`config.mk`:
```
export PLATFORM = sky130hd
export DESIGN_NAME = rx_cmd_ctrl
export DESIGN_NICKNAME = d
export VERILOG_FILES = /design/src/rtl/rx_cmd_pkg.sv /design/src/rtl/rx_cmd_timeout.sv /design/src/rtl/rx_cmd_ctrl.sv
export SDC_FILE = /design/constraint.sdc
export NUM_CORES = 1
export LEC_CHECK = 0
export BUFFER_PORTS_ARGS = -buffer_cell sky130_fd_sc_hd__buf_2
export CAP_MARGIN = 20
export CELL_PAD_IN_SITES_DETAIL_PLACEMENT = 1
export CELL_PAD_IN_SITES_GLOBAL_PLACEMENT = 2
export CORE_ASPECT_RATIO = 0.7
export CORE_MARGIN = 3
export CORE_UTILIZATION = 34
export DETAILED_ROUTE_END_ITERATION = 7
export GPL_TIMING_DRIVEN = 0
export PLACE_DENSITY_LB_ADDON = 0.1
export SLEW_MARGIN = 20
export SYNTH_ARGS = -nofsm -noshare
export SYNTH_HDL_FRONTEND = slang
export SYNTH_SLANG_ARGS = --single-unit
```
`constraint.sdc`:
```
create_clock -name CLK -period 2.46 [get_ports CLK]
set_input_delay 0.492 -clock CLK [delete_from_list [all_inputs] [get_ports CLK]]
set_output_delay 0.492 -clock CLK [all_outputs]
set_load 0.02 [all_outputs]
```
`src/rtl/rx_cmd_pkg.sv`:
```
// rtl/rx_cmd_pkg.sv - opcodes, FSM encoding and gap-counter width shared by rx_cmd_ctrl and rx_cmd_timeout
package rx_cmd_pkg;

  localparam logic [7:0] OP_REG_WR  = 8'hAA;
  localparam logic [7:0] OP_REG_RD  = 8'hBB;
  localparam logic [7:0] OP_ALU_OPS = 8'hCC;
  localparam logic [7:0] OP_ALU_NOP = 8'hDD;

  // Wide enough for any sane inter-byte gap; TIMEOUT_CYCLES is range-checked against it.
  localparam int TMO_W = 16;

  typedef enum logic [3:0] {
    IDLE,
    WR_ADDR,
    WR_DATA,
    RD_ADDR,
    RD_WAIT,
    OPA,
    OPB,
    ALU_FUN,
    ALU_WAIT,
    TX_LO,
    TX_HI
  } state_t;

  // States that are waiting on the next byte of a frame from the host.
  function automatic logic gap_timed(input state_t s);
    return (s == WR_ADDR) || (s == WR_DATA) || (s == RD_ADDR) ||
           (s == OPA) || (s == OPB) || (s == ALU_FUN);
  endfunction

endpackage

```
`src/rtl/rx_cmd_timeout.sv`:
```
// rtl/rx_cmd_timeout.sv - inter-byte gap counter; flags a stalled frame after TIMEOUT_CYCLES idle cycles
module rx_cmd_timeout
  import rx_cmd_pkg::*;
#(
  parameter int TIMEOUT_CYCLES = 1023
) (
  input  logic CLK,
  input  logic RST,
  input  logic active,
  input  logic reload,
  output logic expired
);

  logic [TMO_W-1:0] cnt;

  always_ff @(posedge CLK or negedge RST) begin
    if (!RST) begin
      cnt <= '0;
    end else if (!active || reload) begin
      cnt <= '0;
    end else if (!expired) begin
      cnt <= cnt + 1'b1;
    end
  end

  assign expired = active && !reload && (cnt == TMO_W'(TIMEOUT_CYCLES - 1));

endmodule

```
`src/rtl/rx_cmd_ctrl.sv`:
```
// rtl/rx_cmd_ctrl.sv - UART command decoder driving register file, ALU and TX FIFO
// Optional inter-byte gap timeout is built only when RX_CMD_TIMEOUT_EN is defined.
module rx_cmd_ctrl
  import rx_cmd_pkg::*;
#(
  parameter int DATA_WIDTH     = 8,
  parameter int ADDR_WIDTH     = 4,
  parameter int ALU_OUT_WIDTH  = 16,
  parameter int FUN_WIDTH      = 4,
  parameter int TIMEOUT_CYCLES = 1023
) (
  input  logic                     CLK,
  input  logic                     RST,
  input  logic                     rx_valid,
  input  logic [DATA_WIDTH-1:0]    rx_data,
  output logic                     rf_wr_en,
  output logic                     rf_rd_en,
  output logic [ADDR_WIDTH-1:0]    rf_addr,
  output logic [DATA_WIDTH-1:0]    rf_wr_data,
  input  logic [DATA_WIDTH-1:0]    rf_rd_data,
  input  logic                     rf_rd_valid,
  output logic                     alu_en,
  output logic [FUN_WIDTH-1:0]     alu_fun,
  input  logic [ALU_OUT_WIDTH-1:0] alu_out,
  input  logic                     alu_out_valid,
  output logic                     tx_wr_en,
  output logic [DATA_WIDTH-1:0]    tx_data,
  input  logic                     tx_full,
  output logic                     clk_gate_en,
  output logic                     frame_err
);

  if (TIMEOUT_CYCLES < 1 || TIMEOUT_CYCLES >= (1 << TMO_W)) begin : g_bad_timeout
    $error("rx_cmd_ctrl: TIMEOUT_CYCLES out of range");
  end

  state_t                  state_q, state_d;
  logic [DATA_WIDTH-1:0]   hi_byte_q, hi_byte_d;
  logic                    send_hi_q, send_hi_d;
  logic                    timeout_hit;

  logic                    rf_wr_en_d, rf_rd_en_d, alu_en_d, tx_wr_en_d;
  logic                    clk_gate_en_d, frame_err_d;
  logic [ADDR_WIDTH-1:0]   rf_addr_d;
  logic [DATA_WIDTH-1:0]   rf_wr_data_d, tx_data_d;
  logic [FUN_WIDTH-1:0]    alu_fun_d;

`ifdef RX_CMD_TIMEOUT_EN
  logic tmo_active;
  assign tmo_active = gap_timed(state_q);

  rx_cmd_timeout #(
    .TIMEOUT_CYCLES(TIMEOUT_CYCLES)
  ) u_timeout (
    .CLK     (CLK),
    .RST     (RST),
    .active  (tmo_active),
    .reload  (rx_valid),
    .expired (timeout_hit)
  );
`else
  assign timeout_hit = 1'b0;
`endif

  always_comb begin
    state_d      = state_q;
    hi_byte_d    = hi_byte_q;
    send_hi_d    = send_hi_q;
    rf_wr_en_d   = 1'b0;
    rf_rd_en_d   = 1'b0;
    alu_en_d     = 1'b0;
    tx_wr_en_d   = 1'b0;
    frame_err_d  = 1'b0;
    rf_addr_d    = rf_addr;
    rf_wr_data_d = rf_wr_data;
    tx_data_d    = tx_data;
    alu_fun_d    = alu_fun;

    case (state_q)
      IDLE: begin
        if (rx_valid) begin
          if (rx_data == DATA_WIDTH'(OP_REG_WR))       state_d = WR_ADDR;
          else if (rx_data == DATA_WIDTH'(OP_REG_RD))  state_d = RD_ADDR;
          else if (rx_data == DATA_WIDTH'(OP_ALU_OPS)) state_d = OPA;
          else if (rx_data == DATA_WIDTH'(OP_ALU_NOP)) state_d = ALU_FUN;
          else                                         frame_err_d = 1'b1;
        end
      end
      WR_ADDR: begin
        if (rx_valid) begin
          rf_addr_d = rx_data[ADDR_WIDTH-1:0];
          state_d   = WR_DATA;
        end
      end
      WR_DATA: begin
        if (rx_valid) begin
          rf_wr_en_d   = 1'b1;
          rf_wr_data_d = rx_data;
          state_d      = IDLE;
        end
      end
      RD_ADDR: begin
        if (rx_valid) begin
          rf_addr_d  = rx_data[ADDR_WIDTH-1:0];
          rf_rd_en_d = 1'b1;
          state_d    = RD_WAIT;
        end
      end
      RD_WAIT: begin
        frame_err_d = rx_valid;
        if (rf_rd_valid) begin
          tx_data_d = rf_rd_data;
          send_hi_d = 1'b0;
          state_d   = TX_LO;
        end
      end
      OPA, OPB: begin
        if (rx_valid) begin
          rf_wr_en_d   = 1'b1;
          rf_addr_d    = (state_q == OPA) ? ADDR_WIDTH'(0) : ADDR_WIDTH'(1);
          rf_wr_data_d = rx_data;
          state_d      = (state_q == OPA) ? OPB : ALU_FUN;
        end
      end
      ALU_FUN: begin
        if (rx_valid) begin
          alu_en_d  = 1'b1;
          alu_fun_d = rx_data[FUN_WIDTH-1:0];
          state_d   = ALU_WAIT;
        end
      end
      ALU_WAIT: begin
        frame_err_d = rx_valid;
        if (alu_out_valid) begin
          tx_data_d = alu_out[DATA_WIDTH-1:0];
          hi_byte_d = alu_out[2*DATA_WIDTH-1 -: DATA_WIDTH];
          send_hi_d = 1'b1;
          state_d   = TX_LO;
        end
      end
      TX_LO: begin
        frame_err_d = rx_valid;
        if (!tx_full) begin
          tx_wr_en_d = 1'b1;
          state_d    = send_hi_q ? TX_HI : IDLE;
        end
      end
      TX_HI: begin
        // The LSB push (if any) completes this cycle, so the MSB can be staged now.
        frame_err_d = rx_valid;
        tx_data_d   = hi_byte_q;
        if (!tx_full) begin
          tx_wr_en_d = 1'b1;
          state_d    = IDLE;
        end
      end
      default: state_d = IDLE;
    endcase

    if (timeout_hit && !rx_valid) begin
      state_d     = IDLE;
      frame_err_d = 1'b1;
    end

    clk_gate_en_d = (state_d == OPA) || (state_d == OPB) ||
                    (state_d == ALU_FUN) || (state_d == ALU_WAIT);
  end

  always_ff @(posedge CLK or negedge RST) begin
    if (!RST) begin
      state_q     <= IDLE;
      hi_byte_q   <= '0;
      send_hi_q   <= 1'b0;
      rf_wr_en    <= 1'b0;
      rf_rd_en    <= 1'b0;
      rf_addr     <= '0;
      rf_wr_data  <= '0;
      alu_en      <= 1'b0;
      alu_fun     <= '0;
      tx_wr_en    <= 1'b0;
      tx_data     <= '0;
      clk_gate_en <= 1'b0;
      frame_err   <= 1'b0;
    end else begin
      state_q     <= state_d;
      hi_byte_q   <= hi_byte_d;
      send_hi_q   <= send_hi_d;
      rf_wr_en    <= rf_wr_en_d;
      rf_rd_en    <= rf_rd_en_d;
      rf_addr     <= rf_addr_d;
      rf_wr_data  <= rf_wr_data_d;
      alu_en      <= alu_en_d;
      alu_fun     <= alu_fun_d;
      tx_wr_en    <= tx_wr_en_d;
      tx_data     <= tx_data_d;
      clk_gate_en <= clk_gate_en_d;
      frame_err   <= frame_err_d;
    end
  end

endmodule

```
==> impl_metrics.tcl <==
set metrics [dict create \
    nets 302 \
    ios 68 \
    grt_usage_pct 16.61 \
    h-tree-depth 2 \
    std_cell_rows 23 \
    rsz0062_at_grt "no" \
    initialDrtViolationCount 48 \
    most-common-layout-cells "buf_2 (72), dfrtp_1 (43), mux2_2 (28), a21oi_1 (17), nor2_1 (15)" \
    cts_tree "yes" \
    cap_violations 0 \
    fin_setup_tns_ns 0 \
    slew_violations 0 \
    yosysWarnings 0 \
    async_reset_ff_share_pct 100.0 \
    cts_root_buf "clkbuf_8" \
    wl_per_cell_um 17.14 \
    relSlewSlack_pct 58.53 \
    grt_pass1_wl_mm 9.480 \
    synth_ff_type "dfrtp_1" \
    fin_ws_ns 0.3911 \
    final_common_cell "buf_2" \
    port_buffers 66 \
    synth_top_area_share_pct 50.20 \
    synth.avg_cell_area_um2 11.28 \
    path_max_fanout 10 \
    post_cts_buffers 0 \
    crit_start "state_q[2]" \
    p_per_area_mw_per_mm2 1162 \
    clk_latency_ns 0.30 \
    max_freq_ghz 0.4834 \
    start_util_pct 36.33 \
    synth_cells 190 \
    via_count 1760 \
    cts_hold_buffers 0 \
    post-route-period-util_pct 84.10 \
    start_kind "flop" \
    status "finished clean" \
    cts_resized 0 \
    areaGrowthSynthToFinish_pct 26.39 \
    diodes 0 \
    gp_congestion 0.8060 \
    min_period_ns 2.069 \
    antenna_left 0 \
    endpoint_kind "flop" \
    die_h_um 72.43 \
    synthesis.area_mm2 0.002143 \
    arrival_ns 2.25 \
    antenna_found_initial 0 \
    core-area_mm2 0.005899 \
    required_ns 2.64 \
    path_clk_slew_ns 0.09 \
    setup_viol_count_final 0 \
    grt_max_degree 44 \
    synthTopCellsByArea "dfrtp_1 (50%), mux2_2 (15%), a21oi_1 (4.0%)" \
    die_w_um 100.9 \
    ys_types 44 \
    cts_buffer_depth 2 \
    p_leak_nw 1.285 \
    syn_nets 228 \
    path_class "reg -> reg" \
    hold_violations 0 \
    hold_slack_ns 0.1347 \
    grt_pass1_vias 1846 \
    drive_gt1_share_pct 45.28 \
    ys_seq_elements 43 \
    r2r_start "state_q[2]" \
    synth_largest_area_cell "dfrtp_1" \
    skew_ns 0.008606 \
    drcViolationCount 0 \
    grt-ovfl-total 0 \
    place_ws_ns 0.3267 \
    ys_seq_area_share_pct 50.20 \
    dp_hpwl_mm 4.402 \
    clkSinkCount 43 \
    synth-edff-count 0 \
    drt_wl_total_mm 5.829 \
    hold_path_class "in -> async" \
    cts_buffers 5 \
    vias_per_cell 5.176 \
    die_area_mm2 0.007308 \
    worstMarginPinSlew_ns 0.6220 \
    ir_drop_uv 441.5 \
    firstDrtPassIters 4 \
]
-- power by group --
part,internal (W),switching (W)
clock network,0.000334,0.000263
registers,0.000979,0.000140
logic,0.000597,0.000834
total,0.00191,0.00124
-- state kept, by name, summed over array words and instances, names as in the netlist --
signal,flops
alu_en,1
alu_fun,4
clk_gate_en,1
frame_err,1
hi_byte_q,8
rf_addr,4
rf_rd_en,1
rf_wr_data,8
rf_wr_en,1
send_hi_q,1
state_q,4
tx_data,8
tx_wr_en,1
-- path summary, 6_finish.rpt --
check	slack, ns	depth (start not counted)	to
max	0.39	5	tx_data[2]
min	0.13	1	tx_data[4]
max reg2reg	0.39	5	tx_data[2]
min reg2reg	0.51	1	rf_wr_data[0]
max in group asynchronous	1.83	2	alu_fun[1]
min in group CLK	0.38	2	tx_wr_en
-- worst max-delay path, stage by stage (launching register included) --
cell,delay (ns)
dfrtp_1,0.39
buf_4,0.18
nor2b_1,0.35
nand3_1,0.15
a21oi_2,0.49
mux2_2,0.40
-- synth_stat cells (2+ instances only) --
library cell,n
nor2_1,15
o21ai_0,7
nor2b_1,4
a21oi_1,17
mux2i_1,8
nor2_2,3
inv_1,3
dfrtp_1,43
buf_2,6
a22o_1,3
nand3_1,7
o22ai_1,2
mux2_2,28
nand2b_1,3
nor4_1,2
nand2_1,8
a21o_1,3
a32o_1,2
-- final cells by class --
| cell class | instances | area (um^2) |
|---|---|---|
| fill | 678 | 3191 |
| inverter | 3 | 11.26 |
| buffer | 10 | 56.30 |
| timing repair buffer | 67 | 350.3 |
| multi-input combinational | 134 | 999.7 |
| sequential | 43 | 1076 |
| clock inverter | 2 | 38.79 |
| tap | 75 | 93.84 |
| clock buffer | 6 | 82.58 |
-- per-layer routing --
metal	part of all wire (%)	global-route usage [%]	wire length, um
met5	0	0	0
met4	0.94	3.540	55
met3	6.5	4.323	376
met2	43	24.22	2519
met1	49	24.80	2878
-- through the flow --
stage | utilization (%) | area [um^2] | total power [W] | std cells
6_report | 45.92 | 2709 | 0.003147 | 340
5_1_grt | 45.92 | 2709 | 0.003376 | 340
4_1_cts | 45.58 | 2689 | 0.003188 | 339
3_5_place_dp | 43.52 | 2567 | 0.002582 | 331
3_3_place_gp | 43.52 | 2567 | 0.002556 | 331
2_1_floorplan | - | 2143 | 0.002111 | 190
-- kinds of logic after synthesis --
group | after synthesis | share of synthesized area [%]
DFF | 43 | 50.20
xor gates and xnor gates | 2 | 0.8174
and+or+nand+nor | 50 | 12.90
buffers and inverters | 13 | 3.152
muxes | 37 | 18.97
AOI/OAI and AO/OA | 45 | 13.95
Power figures use the tool's default switching activity.
